===== src/rtl/fib_seq_if.sv =====
// Handshake bundle for the Fibonacci-style sequence engine.
// FIB_STREAM_EN adds the per-term stream signals.
interface fib_seq_if #(
    parameter int DATA_W = 16,
    parameter int N_W    = 8
);
    logic              start;
    logic [N_W-1:0]    n;
    logic [1:0]        mode;
    logic [DATA_W-1:0] seed_a;
    logic [DATA_W-1:0] seed_b;
    logic              busy;
    logic              done;
    logic [DATA_W-1:0] result;
    logic              ovf;
    logic [N_W-1:0]    index;
`ifdef FIB_STREAM_EN
    logic              term_valid;
    logic [DATA_W-1:0] term_data;
`endif

    modport master (
        output start, n, mode, seed_a, seed_b,
        input  busy, done, result, ovf, index
`ifdef FIB_STREAM_EN
        , input term_valid, term_data
`endif
    );

    modport slave (
        input  start, n, mode, seed_a, seed_b,
        output busy, done, result, ovf, index
`ifdef FIB_STREAM_EN
        , output term_valid, term_data
`endif
    );
endinterface


===== src/rtl/fib_seq_engine.sv =====
// Second-order additive recurrence engine, one term per clock.
// Optional macro FIB_STREAM_EN adds a per-term output stream.
module fib_seq_engine #(
    parameter int DATA_W = 16,
    parameter int N_W    = 8
) (
    input  logic      clk,
    input  logic      rst,
    fib_seq_if.slave  bus
);
    typedef enum logic [1:0] {IDLE, CALC, DONE} state_t;

    state_t            state;
    state_t            state_nx;
    logic [DATA_W-1:0] x;
    logic [DATA_W-1:0] y;
    logic [DATA_W-1:0] t0;
    logic [DATA_W-1:0] t1;
    logic [N_W-1:0]    n_q;
    logic [N_W-1:0]    idx_q;
    logic [DATA_W-1:0] result_q;
    logic              ovf_q;
    logic [DATA_W:0]   sum;
    logic [N_W:0]      idx_nx;
    logic              last;
    logic              accept;

    always_comb begin
        t0 = '0;
        t1 = DATA_W'(1);
        unique case (bus.mode)
            2'b01: begin
                t0 = DATA_W'(2);
                t1 = DATA_W'(1);
            end
            2'b10: begin
                t0 = bus.seed_a;
                t1 = bus.seed_b;
            end
            default: ;
        endcase
    end

    // Compare in N_W+1 bits so n = 2^N_W-1 terminates correctly.
    assign sum    = {1'b0, x} + {1'b0, y};
    assign idx_nx = {1'b0, idx_q} + (N_W + 1)'(1);
    assign last   = idx_nx == {1'b0, n_q};
    assign accept = (state == IDLE) && bus.start;

    always_ff @(posedge clk or negedge rst) begin
        if (!rst) state <= IDLE;
        else      state <= state_nx;
    end

    always_comb begin
        state_nx = state;
        unique case (state)
            IDLE: begin
                if (bus.start)
                    state_nx = (bus.n <= N_W'(1)) ? DONE : CALC;
            end
            CALC: begin
                if (last) state_nx = DONE;
            end
            DONE:    state_nx = IDLE;
            default: state_nx = IDLE;
        endcase
    end

    always_ff @(posedge clk or negedge rst) begin
        if (!rst) begin
            x        <= '0;
            y        <= '0;
            n_q      <= '0;
            idx_q    <= '0;
            result_q <= '0;
            ovf_q    <= 1'b0;
        end else if (accept) begin
            n_q   <= bus.n;
            x     <= t0;
            y     <= t1;
            ovf_q <= 1'b0;
            idx_q <= N_W'(1);
            if (bus.n == '0)
                result_q <= t0;
            else if (bus.n == N_W'(1))
                result_q <= t1;
        end else if (state == CALC) begin
            x     <= y;
            y     <= sum[DATA_W-1:0];
            ovf_q <= ovf_q | sum[DATA_W];
            idx_q <= idx_nx[N_W-1:0];
            if (last) result_q <= sum[DATA_W-1:0];
        end
    end

    assign bus.busy   = state != IDLE;
    assign bus.done   = state == DONE;
    assign bus.result = result_q;
    assign bus.ovf    = ovf_q;
    assign bus.index  = idx_q;

`ifdef FIB_STREAM_EN
    logic              tv_q;
    logic [DATA_W-1:0] td_q;
    logic              pv_q;
    logic [DATA_W-1:0] pd_q;

    // One-deep pending slot lets T0 and T1 leave on separate cycles.
    always_ff @(posedge clk or negedge rst) begin
        if (!rst) begin
            tv_q <= 1'b0;
            td_q <= '0;
            pv_q <= 1'b0;
            pd_q <= '0;
        end else begin
            tv_q <= 1'b0;
            td_q <= '0;
            if (accept) begin
                tv_q <= 1'b1;
                td_q <= t0;
                pv_q <= bus.n != '0;
                pd_q <= t1;
            end else if (state == CALC) begin
                tv_q <= pv_q;
                td_q <= pv_q ? pd_q : '0;
                pv_q <= 1'b1;
                pd_q <= sum[DATA_W-1:0];
            end else if (pv_q) begin
                tv_q <= 1'b1;
                td_q <= pd_q;
                pv_q <= 1'b0;
            end
        end
    end

    assign bus.term_valid = tv_q;
    assign bus.term_data  = td_q;
`endif
endmodule

===== src/flat_wrapper.sv =====
// flat-port wrapper written by rule: the top's interface ports become plain ports
module fib_seq_engine_flat 
#(
    parameter int DATA_W = 16,
    parameter int N_W    = 8
)
  (clk, rst, bus_start, bus_n, bus_mode, bus_seed_a, bus_seed_b, bus_busy, bus_done, bus_result, bus_ovf, bus_index);
  fib_seq_if #(.DATA_W(DATA_W), .N_W(N_W)) bus_i ();
  input  logic clk;
  input  logic rst;
  input wire logic [$bits(bus_i.start)-1:0] bus_start;
  input wire logic [$bits(bus_i.n)-1:0] bus_n;
  input wire logic [$bits(bus_i.mode)-1:0] bus_mode;
  input wire logic [$bits(bus_i.seed_a)-1:0] bus_seed_a;
  input wire logic [$bits(bus_i.seed_b)-1:0] bus_seed_b;
  output wire logic [$bits(bus_i.busy)-1:0] bus_busy;
  output wire logic [$bits(bus_i.done)-1:0] bus_done;
  output wire logic [$bits(bus_i.result)-1:0] bus_result;
  output wire logic [$bits(bus_i.ovf)-1:0] bus_ovf;
  output wire logic [$bits(bus_i.index)-1:0] bus_index;
  assign bus_i.start = bus_start;
  assign bus_i.n = bus_n;
  assign bus_i.mode = bus_mode;
  assign bus_i.seed_a = bus_seed_a;
  assign bus_i.seed_b = bus_seed_b;
  assign bus_busy = bus_i.busy;
  assign bus_done = bus_i.done;
  assign bus_result = bus_i.result;
  assign bus_ovf = bus_i.ovf;
  assign bus_index = bus_i.index;
  fib_seq_engine #(.DATA_W(DATA_W), .N_W(N_W)) u_core (.clk(clk), .rst(rst), .bus(bus_i));
endmodule

===== config.mk =====
export PLATFORM = sky130hd
export DESIGN_NAME = fib_seq_engine_flat
export DESIGN_NICKNAME = d
export VERILOG_FILES = /design/src/rtl/fib_seq_if.sv /design/src/rtl/fib_seq_engine.sv /design/src/flat_wrapper.sv
export SDC_FILE = /design/constraint.sdc
export NUM_CORES = 1
export LEC_CHECK = 0
export BUFFER_PORTS_ARGS = -buffer_cell sky130_fd_sc_hd__buf_2
export CORE_ASPECT_RATIO = 1.2
export CORE_MARGIN = 3
export CORE_UTILIZATION = 40
export DETAILED_ROUTE_END_ITERATION = 8
export GPL_TIMING_DRIVEN = 0
export PLACE_DENSITY_LB_ADDON = 0.12
export SYNTH_ARGS = -nofsm -noshare
export SYNTH_HDL_FRONTEND = slang
export SYNTH_SLANG_ARGS = --single-unit

===== constraint.sdc =====
create_clock -name clk -period 3.3 [get_ports clk]
set_input_delay 0.165 -clock clk [delete_from_list [all_inputs] [get_ports clk]]
set_output_delay 0.165 -clock clk [all_outputs]
set_load 0.05 [all_outputs]

==> Word level (Yosys, flattened, before mapping) <==
Index checks and enable logic that the tools add are counted.
{ "word_totals": {"regBits": 67, "output_inout_bits": 27, "word_cells": 47} }
{ "classes": {"addsub": 2, "order_cmp": 1, "eq_ne": 9, "mux": 19, "bitwise_logic": 1, "reduce_logical": 8} }
{ "ops": {"columns": ["op", "n"], "rows": [
  ["$mux 16", 10],
  ["$pmux 16 s2", 1],
  ["$add 16x16->17", 1],
  ["$mux 8", 2],
  ["$add 8x1->9 const B", 1],
  ["$eq 9x8->1", 1],
  ["$eq 8x1->1 const B", 1],
  ["$le 8x1->1 const B", 1],
  ["$logic_not 8->1", 1],
  ["$mux 2", 3],
  ["$reduce_bool 2->1", 3],
  ["$eq 2x1->1 const B", 2],
  ["$eq 2x2->1 const B", 2],
  ["$pmux 2 s2", 1],
  ["$ne 3x3->1 const B", 1],
  ["$reduce_and 3->1", 1],
  ["$logic_not 2->1", 1],
  ["$mux 1", 2],
  ["$ne 2x1->1 const B", 1],
  ["$ne 2x2->1 const B", 1],
  ["$reduce_and 2->1", 1],
  ["$logic_and 1x1->1", 1],
  ["$or 1x1->1", 1]
]} }

==> Logic depth before layout (Yosys ltp) <==
Gate-level depths: netlist of run 1.
{ "depth": {"ltp_word": 5, "mapped_depth": 9} }

==> Worst setup path after synthesis of run 1 <==
Ideal clock, no wire load.
{ "synth_timing": {"kind": "flip-flop to flip-flop", "start": "register u_core.idx_q[0] (netlist: u_core.bus.index[0])", "end": "register u_core.result_q[3] (netlist: u_core.bus.result[3])", "setup_ps": 125, "arrival_time_ps": 2472, "required_ps": 3175, "setup_slack_ps": 703, "path_stages_with_launch": 10, "path_cell_list": "dfrtp_1 -> ha_1 -> and2_1 -> nor2b_1 -> o311ai_0 -> a211oi_1 -> and2_4 -> a21o_4 -> buf_6 -> mux2_4"} }
{ "synth_via": {"elab_chain_len": 4} }
{ "synth_lines": {"columns": ["element", "line_no", "text"], "rows": [
  ["start: declaration", "fib_seq_engine.sv:20", "logic [N_W-1:0] idx_q;"],
  ["start signal: assignment", "fib_seq_engine.sv:92", "idx_q <= idx_nx[N_W-1:0];"],
  ["$add 8x1->9", "fib_seq_engine.sv:46", "assign idx_nx = {1'b0, idx_q} + (N_W + 1)'(1);"],
  ["$eq 9x8->1", "fib_seq_engine.sv:47", "assign last = idx_nx == {1'b0, n_q};"],
  ["$reduce_bool 2->1 (no line)", null, null],
  ["$reduce_and 3->1 (no line)", null, null],
  ["end signal: assignment", "fib_seq_engine.sv:85", "result_q <= t0;"],
  ["end signal: assignment", "fib_seq_engine.sv:87", "result_q <= t1;"],
  ["end signal: assignment", "fib_seq_engine.sv:93", "if (last) result_q <= sum[DATA_W-1:0];"],
  ["end: declaration", "fib_seq_engine.sv:21", "logic [DATA_W-1:0] result_q;"]
]} }
Every way passes these cells.
A chain may end at the register's enable or synchronous reset.

==> Worst setup path in the final report of run 1 <==
{ "layout_timing": {"start": "register u_core.y[0]", "end": "register u_core.result_q[10] (netlist: u_core.bus.result[10])"} }
{ "layout_via": {"elab_chain_len": 4} }
{ "layout_lines": {"columns": ["element", "line_no", "text"], "rows": [
  ["start: declaration", "fib_seq_engine.sv:16", "logic [DATA_W-1:0] y;"],
  ["start signal: assignment", "fib_seq_engine.sv:81", "y <= t1;"],
  ["start signal: assignment", "fib_seq_engine.sv:90", "y <= sum[DATA_W-1:0];"],
  ["$add 16x16->17", "fib_seq_engine.sv:45", "assign sum = {1'b0, x} + {1'b0, y};"],
  ["$mux 16", "fib_seq_engine.sv:93", null],
  ["$mux 16", "fib_seq_engine.sv:88", "end else if (state == CALC) begin"],
  ["$mux 16", "fib_seq_engine.sv:78", "end else if (accept) begin"]
]} }
Every way passes these cells. The select of a mux whose other input is x is not followed.

==> results of run 1 <==
==> cell usage in the layout (no fill, tap or decap), drive strengths merged, types with 12 or more instances in the layout <==
| cell | netlist | final |
|---|---|---|
| mux2i | 12 | 12 |
| a22oi | 12 | 12 |
| o22a | 12 | 12 |
| a21oi | 23 | 23 |
| xnor2 | 15 | 15 |
| clkbuf | 21 | 34 |
| nand2 | 90 | 90 |
| nand3 | 14 | 14 |
| nor2 | 31 | 31 |
| o21ai | 37 | 37 |
| buf | 9 | 80 |
| ha | 19 | 19 |
| mux2 | 22 | 22 |
| dfrtp | 67 | 67 |
==> sequential cells by signal, summed over array words and instances (netlist names) <==
name,cells
u_core.x,16
u_core.y,16
u_core.bus.result,16
u_core.bus.ovf,1
u_core.state,2
u_core.bus.index,8
u_core.n_q,8
==> critical path, cell delays in order, from the launching register on <==
cell	delay, ns
dfrtp_1	0.39
ha_1	0.24
fa_1	0.44
a211oi_1	0.38
nor3_1	0.16
o21ai_0	0.26
nor3b_1	0.08
a311oi_1	0.47
o22a_1	0.22
o22ai_1	0.07
==> through the flow <==
stage	instance area [µm²]	utilization, %	hold WS (ns)	worst slack, ns	power (W)
3_3_place_gp	4890	46.1	0.374	0.512	0.00356
4_1_cts	5220	49.2	0.0280	0.471	0.00464
3_5_place_dp	4890	46.1	0.353	0.493	0.00360
5_1_grt	5220	49.2	0.0510	0.326	0.00503
2_1_floorplan	4380	-	-0.131	0.703	0.00307
6_report	5220	49.2	0.0288	0.464	0.00465
==> layout make-up <==
class | instances | share of cell area [%]
clock buffers | 13 | 5.18
multi-input cells | 384 | 48.6
plain buffers | 30 | 2.47
well taps | 129 | 3.09
flip-flops and latches | 67 | 32.1
inverters | 9 | 0.647
repair buffers | 72 | 7.05
clock inverters | 3 | 0.863
==> power breakdown <==
group          internal (W)  leakage [nW]  switching, W  total (W)
Combinational       0.00105          1.39       0.00135    0.00241
Sequential          0.00106         0.815      0.000160    0.00122
Clock              0.000647         0.148      0.000377    0.00102
Total               0.00276          2.35       0.00189    0.00465
==> cell families after synthesis <==
logic type | after synthesis
xor+xnor | 20
flops | 67
fa+ha+maj | 20
simple gates | 171
compound gates | 139
buf+inv | 39
mux | 34
==> final timing paths <==
kind                                     startpoint                                 to  depth (start not counted)
min                                        bus_n[1]          u_core.n_q[1]$_DFFE_PN0P_                          3
min reg2reg                u_core.x[15]$_DFFE_PN0P_           u_core.x[15]$_DFFE_PN0P_                          2
max                         u_core.y[0]$_DFFE_PN0P_  u_core.bus.result[10]$_DFFE_PN0P_                          9
max reg2reg                 u_core.y[0]$_DFFE_PN0P_  u_core.bus.result[10]$_DFFE_PN0P_                          9
max in group asynchronous                       rst   u_core.bus.result[9]$_DFFE_PN0P_                          2
min in group asynchronous                       rst          u_core.n_q[1]$_DFFE_PN0P_                          2
==> metal layers <==
layer | vias to the layer above | share of wire (%) | global-route usage [%]
met5 | - | 0 | 0
met4 | 0 | 2.7 | 8.40
met3 | 27 | 5.9 | 4.79
met2 | 108 | 48 | 36.3
met1 | 1935 | 43 | 29.6
li1 | 1935 | - | -
==> summary.txt, run 1 <==
Synth Flop Type = dfrtp_1
Seq. cell area = 1680 µm²
Initial Util = 41.2%
Clock transition at path regs = 0.06 ns
Layout area overhead = 19.3%
Number of max-cap violations = 0
Post-Route Setup TNS = 0 ns
CORE AREA = 10600 µm²
Synth warnings = 0
PD cells = 891 nW/µm²
Async SR Flop Fraction = 100%
Total GRT Usage = 22.5%
FP Rows = 41
Ant. Diodes = 0
Clock skew = 0.00669 ns
Hold Crit Class = input pin to register
Avg Cell Area, Syn = 8.93 µm²
Final period utilization = 85.9%
Final Hold Fails = 0
Worst Setup Start Kind = register
Synth Area in Simple Gates = 17.9%
Die area = 12200 µm²
Top cells by count, synth = nand2_1, dfrtp_1, o21ai_0
Multi-input logic area = 2540 µm²
Worst vdd ir = 0.000476 V
Chip Width = 101 µm
CTS Buf Count = 9
Measured slew at the worst slew-check pin = 0.885 ns
Drt first-iter violations = 192
Drt pass-1 iters = 4
Worst-path fanout max = 3
DR WL/cell = 18.7 µm
Remaining DRCs = 0
Port buffer count = 71
Tmin final = 2.84 ns
Post-synthesis xor/xnor area fraction = 4.00%
CTS resizes = 0
Vias = 4005
Antenna violations before repair = 0
Routed vias/inst = 5.66
Crit. End Element = register
CTS tree = built
Top cells by area, synth = dfrtp_1, nand2_1, ha_1, o21ai_0, mux2_2
CTS Root Buffer Type = clkbuf_16
RSZ-0062 raised after global routing = no
Outcome = completed
Grt ovf = 0
Cell taking the most area after synthesis = dfrtp_1
Clock Path Buffers = 2
Syn_nets = 555
DP Cell Count = 690
Gpl congestion = 0.927
Top-area cell type share of the netlist area = 38.3%
H-tree levels = 3
Skew-Pair Late Insertion Delay = 0.34 ns
WP data required = 3.52 ns
Post-synthesis sequential area ratio = 38.3%
Largest net degree at the start of global routing = 68
Hold Buf Count CTS = 1
Final #Nets = 638
Largest family of logic cells by synthesized area = compound AO/OA/AOI/OAI gates
Seq cells post-synth = 67
Post-synthesis compound-gate area fraction = 21.1%
Post-synthesis mux area share = 9.01%
Leak = 2.35 nW
Worst EP arrival = 3.05 ns
Post-DP HPWL = 9530 µm
Layout cells sized above 1 = 21.5%
Post-synthesis adder-cell area fraction = 5.89%
Setup-failing EPs final = 0
Total Wirelength = 13200 µm
Post-Layout Cell Count = 707
FILL cells = 1020
First-pass GRT wire length = 21100 µm
Post-route ant nets = 0
# Post-CTS Setup Buffers = 0
Post-synth EDFFs = 0
Sink Count = 67
Die height = 121 µm
Syn Inst Count = 490
Most common cell in the netlist = nand2_1
WS Path Type = register to register
Highest clock rate = 353 MHz
Top-level I/O count = 72
Fin. max-slew vios = 0
Mapped Area = 4380 µm²
Number of global-route vias before repair = 4079
Distinct cells, synth = 61
Worst slew margin = 41.0%
R2R Setup Slk = 0.46 ns
No activity file was read; power rests on OpenSTA's default activity.
==> run 2, diff against run 1 <==
- CELL_PAD_IN_SITES_DETAIL_PLACEMENT: not set -> 1
- CELL_PAD_IN_SITES_GLOBAL_PLACEMENT: not set -> 2
- CORE_UTILIZATION: 40 -> 35
- SKIP_CTS_REPAIR_TIMING: not set -> 1
==> summary.txt, run 2 (synthesis gave the netlist of run 1 again) <==
CP Buf/Inv Count = 1
Largest net degree at the start of global routing = 49
Die area = 13900 µm²
Clock Path Buffers = 2
Ant. Diodes = 0
Vias = 4064
Hold path endpoint = u_core.n_q[3]$_DFFE_PN0P_
Multi-input logic area = 2540 µm²
Drt first-iter violations = 143
H-tree levels = 3
Worst slew margin = 32.4%
Post-Route Setup TNS = 0 ns
Crit. End Element = register
Clock transition at path regs = 0.06 ns
CTS tree = built
Worst-path fanout max = 10
PD cells = 887 nW/µm²
Worst vdd ir = 0.000379 V
DR WL/cell = 20.9 µm
Layout area overhead = 19.9%
Worst EP arrival = 3.06 ns
Total GRT Usage = 23.0%
Most common cell after layout, fill and taps aside = nand2_1
Top-level I/O count = 72
Tmin final = 2.84 ns
CTS Root Buffer Type = clkbuf_16
Leak = 2.35 nW
Layout cells sized above 1 = 21.2%
Skew-Pair Late Insertion Delay = 0.34 ns
Worst flop-to-flop path startpoint = u_core.bus.index[0]$_DFFE_PN0P_
Worst Hold Depth = 3
Initial Util = 36.0%
Drt pass-1 iters = 5
Clock skew = 0.00849 ns
Critical path, cell by cell = ha_1, and2_1, o21ai_0, o311ai_0, a211oi_1, and3_2, clkbuf_1, a2bb2oi_1, o22ai_1
Port buffer count = 71
Grt ovf = 0
Antenna violations before repair = 0
Seq. cell area = 1680 µm²
Final period utilization = 86.2%
Final Hold Fails = 0
R2R Setup Slk = 0.46 ns
Post-DP HPWL = 11300 µm
Number of global-route vias before repair = 4243
Highest clock rate = 352 MHz
CTS Buf Count = 9
Outcome = completed
Max incr delay on CP = 0.49 ns
Post-route ant nets = 0
First-pass GRT wire length = 24000 µm
WP data required = 3.52 ns
Commonest cells after routing, fill and taps aside = nand2_1, buf_2, dfrtp_1, o21ai_0, nor2_1
Tot Pwr = 0.00465 W
CORE AREA = 12200 µm²
Gpl congestion = 0.844
FP Rows = 44
FILL cells = 1460
Measured slew at the worst slew-check pin = 1.01 ns
Setup-failing EPs final = 0
Number of max-cap violations = 0
Slowest cell on crit path = clkbuf_1
RSZ-0062 raised after global routing = no
Die height = 128 µm
Worst Setup Start Kind = register
Routed vias/inst = 5.49
Fin. max-slew vios = 0
Remaining DRCs = 0
Reg2Reg Depth = 9
Critical R2R Capture = u_core.bus.result[13]$_DFFE_PN0P_
Final #Nets = 639
Hold_sp = bus_n[3]
WS Path Type = register to register
Hold Crit Class = input pin to register
Cell family with most CP delay = compound AO/OA/AOI/OAI gates
Sink Count = 67
Chip Width = 108 µm
Total Wirelength = 15500 µm
run 2: cell types whose count changed in the layout (fill, tap and decap cells not counted), sizes merged:
cell	delta
clkbuf	+1
clkinvlp	-2
clkinv	+2
bufinv	-1
buf	+1
run 2: final cells by class:
class                   instances  share of cell area [%]
flip-flops and latches         67                    32.0
plain buffers                  30                    2.46
inverters                       9                   0.644
clock inverters                 2                   0.191
well taps                     161                    3.84
repair buffers                 73                    7.54
clock buffers                  14                    5.03
multi-input cells             384                    48.3
run 2: worst reg2reg max path, delay by kind of cell, from the launching register on:
family / cells / cell delay [ns]
adder cells (fa/ha/maj): 1 / 0.31
buffers and inverters: 1 / 0.49
AND/OR/NAND/NOR: 2 / 0.44
AO/OA/AOI/OAI: 5 / 1.02
flip-flops: 1 / 0.47
run 2: metrics by stage:
step / cells / cell area, µm² / utilization [%] / hold slack [ns] / setup WS, ns
final: 740 / 5250 / 43.1 / 0.0291 / 0.455
after global routing: 740 / 5250 / 43.1 / 0.0538 / 0.217
after CTS: 739 / 5240 / 43.0 / -0.276 / 0.424
after detailed placement: 723 / 4960 / 40.8 / 0.0895 / 0.441
after global placement: 722 / 4930 / 40.5 / 0.370 / 0.487
after floorplan: 490 / 4380 / - / -0.131 / 0.703
run 2: routing by layer:
layer	wire length (µm)	vias to the layer above	global-route usage, %
met4	495	0	10.5
met2	7750	85	39.6
li1	-	1930	-
met5	0	-	0
met1	6750	2019	28.8
met3	506	30	2.76
run 2: worst max-delay path by stage:
stage | start | to | slack [ns] | cells past startpoint
final | u_core.bus.index[0]$_DFFE_PN0P_ | u_core.bus.result[13]$_DFFE_PN0P_ | 0.46 | 9
after global routing | u_core.y[0]$_DFFE_PN0P_ | u_core.bus.result[10]$_DFFE_PN0P_ | 0.22 | 9
after CTS | u_core.y[0]$_DFFE_PN0P_ | u_core.bus.result[10]$_DFFE_PN0P_ | 0.42 | 9
after detailed placement | u_core.y[0]$_DFFE_PN0P_ | u_core.bus.result[10]$_DFFE_PN0P_ | 0.44 | 9
after global placement | u_core.y[0]$_DFFE_PN0P_ | u_core.bus.result[10]$_DFFE_PN0P_ | 0.49 | 9
after floorplan | u_core.bus.index[0]$_DFFE_PN0P_ | u_core.bus.result[3]$_DFFE_PN0P_ | 0.70 | 9
run 2: power breakdown:
part	internal, W	leakage, nW	switching, W
combinational	0.00106	1.40	0.00144
sequential	0.00106	0.815	0.000161
clock	0.000549	0.137	0.000382
total	0.00267	2.35	0.00198
==> run 3, diff against run 2 <==
- ABC_AREA: not set -> 1
- CORE_UTILIZATION: 35 -> 32
- GPL_TIMING_DRIVEN: 0 -> not set
==> summary.txt, run 3 <==
Critical path, cell by cell = ha_1, xnor2_1, nand2_1, nor2_1, nand3_1, nor2_1, nand2_1, nand2_1, nand3_2, nand2_1, nand2_1
Multi-input logic area = 2410 µm²
Highest clock rate = 437 MHz
Clock Path Buffers = 2
Skew-Pair Late Insertion Delay = 0.35 ns
Outcome = completed
FILL cells = 1810
Seq. cell area = 1680 µm²
Post-synthesis sequential area ratio = 36.4%
Vias = 4743
Pre-CTS setup slack = 0.978 ns
Ant. Diodes = 0
FP Rows = 47
Hold Crit Class = input pin to register
Worst slew margin = 51.0%
Clock transition at path regs = 0.06 ns
Seq cells post-synth = 67
Top cells by count, synth = nand2_1, inv_1, dfrtp_1
CORE AREA = 13900 µm²
Worst-path fanout max = 9
Final period utilization = 69.4%
R2R Setup Slk = 1.01 ns
Most common cell after layout, fill and taps aside = nand2_1
Port buffer count = 71
Max incr delay on CP = 0.48 ns
Avg Cell Area, Syn = 6.79 µm²
Cell taking the most area after synthesis = dfrtp_1
CTS tree = built
Total Wirelength = 16200 µm
Top-level I/O count = 72
Worst Setup Start Kind = register
Setup-failing EPs final = 0
Post-DP HPWL = 12200 µm
Die area = 15900 µm²
CTS Buf Count = 9
Synth warnings = 0
Mapped Area = 4600 µm²
Remaining DRCs = 0
Distinct cells, synth = 35
First-pass GRT wire length = 26000 µm
Initial Util = 33.0%
Final Hold Fails = 0
Post-synth EDFFs = 0
Final worst setup slack = 1.01 ns
Largest net degree at the start of global routing = 48
Measured slew at the worst slew-check pin = 0.734 ns
Leak = 2.95 nW
H-tree levels = 3
Fin. max-slew vios = 0
Grt ovf = 0
PD cells = 349 nW/µm²
Crit. End Element = register
Final #Nets = 810
Tot Pwr = 0.00190 W
Layout area overhead = 18.3%
Chip Width = 115 µm
Drt pass-1 iters = 4
Antenna violations before repair = 0
Async SR Flop Fraction = 100%
WS Path Type = register to register
Number of max-cap violations = 0
Top-area cell type share of the netlist area = 36.4%
Layout cells sized above 1 = 14.2%
Drt first-iter violations = 181
Total GRT Usage = 21.4%
Syn Inst Count = 678
Top cells by area, synth = dfrtp_1, nand2_1, inv_1, nand3_1, ha_1
Placed Instance Area = 5140 µm²
Slowest cell on crit path = dfrtp_1
Final Cell Area = 5440 µm²
Clock skew = 0.00746 ns
Routed vias/inst = 5.16
Synth Flop Type = dfrtp_1
DR WL/cell = 17.7 µm
Post-route ant nets = 0
Post-Route Setup TNS = 0 ns
CTS Root Buffer Type = clkbuf_16
Worst vdd ir = 0.000159 V
Tmin final = 2.29 ns
Die height = 137 µm
Worst EP arrival = 2.52 ns
Sink Count = 67
Syn_nets = 743
Number of global-route vias before repair = 4908
RSZ-0062 raised after global routing = no
Commonest cells after routing, fill and taps aside = nand2_1, inv_1, buf_2, dfrtp_1, nand3_1
Gpl congestion = 0.852
Most common cell in the netlist = nand2_1
Most Frequent Cell on Critical Path = nand2_1
WP data required = 3.53 ns
-- run 3: cell types whose count changed in the layout (fill, tap and decap cells not counted), moves of 12 or more --
cell / previous run / this run
mux2i_1: 12 / 0
xnor2_1: 15 / 1
mux2_2: 15 / 0
inv_1: 9 / 106
nand2_1: 90 / 236
nand3_1: 13 / 62
clkbuf_1: 24 / 2
-- run 3: critical path: cells and delay by family (launching register included) --
family                   cells  cell delay, ns
XOR/XNOR                     1            0.16
flip-flops                   1            0.48
adder cells (fa/ha/maj)      1            0.37
AND/OR/NAND/NOR              9            1.16
-- run 3: stage by stage --
step | utilization, % | hold WS (ns) | cells
6_report | 39.1 | 0.0782 | 920
5_1_grt | 39.1 | 0.0869 | 920
4_1_cts | 39.0 | -0.285 | 919
3_5_place_dp | 36.9 | 0.0788 | 904
3_3_place_gp | 36.9 | 0.0780 | 904
2_1_floorplan | - | -0.131 | 678
-- run 3: cell type report --
class / count / share of cell area [%]
Tap cell: 171 / 3.93
Inverter: 108 / 7.45
Clock inverter: 2 / 0.644
Clock buffer: 13 / 4.78
Multi-Input combinational cell: 477 / 44.3
Timing Repair Buffer: 82 / 8.09
Sequential cell: 67 / 30.8
-- run 3: final timing paths --
kind	start	end	cells after the start
min	bus_seed_a[15]	u_core.x[15]$_DFFE_PN0P_	3
max	u_core.bus.index[0]$_DFFE_PN0P_	u_core.bus.result[14]$_DFFE_PN0P_	11
min reg2reg	u_core.bus.result[10]$_DFFE_PN0P_	u_core.bus.result[10]$_DFFE_PN0P_	2
max reg2reg	u_core.bus.index[0]$_DFFE_PN0P_	u_core.bus.result[14]$_DFFE_PN0P_	11
max in group asynchronous	rst	u_core.y[8]$_DFFE_PN0P_	3
min in group asynchronous	rst	u_core.bus.index[0]$_DFFE_PN0P_	2
-- run 3: cells by family (layout without fill, tap and decap cells) --
logic type / after synthesis / after routing / synth area share (%)
AO/OA/AOI/OAI: 98 / 98 / 13.3
XOR/XNOR: 2 / 2 / 0.381
AND/OR/NAND/NOR: 357 / 357 / 33.0
adder cells (fa/ha/maj): 20 / 20 / 5.60
buffers and inverters: 134 / 205 / 11.2
flip-flops: 67 / 67 / 36.4
-- run 3: routing by layer --
metal	share of wire (%)	vias to the layer above	wire (µm)	global-route usage [%]
met1	45	2323	7290	26.9
met2	50	86	8050	36.6
li1	-	2319	-	-
met3	4.0	15	653	4.09
met4	1.6	0	260	6.85
met5	0	-	0	0
-- run 3: power breakdown --
part / total, W / switching, W / internal [W]
Combinational: 0.0000845 / 0.0000567 / 0.0000278
Sequential: 0.000822 / 0 / 0.000822
Clock: 0.000994 / 0.000373 / 0.000622
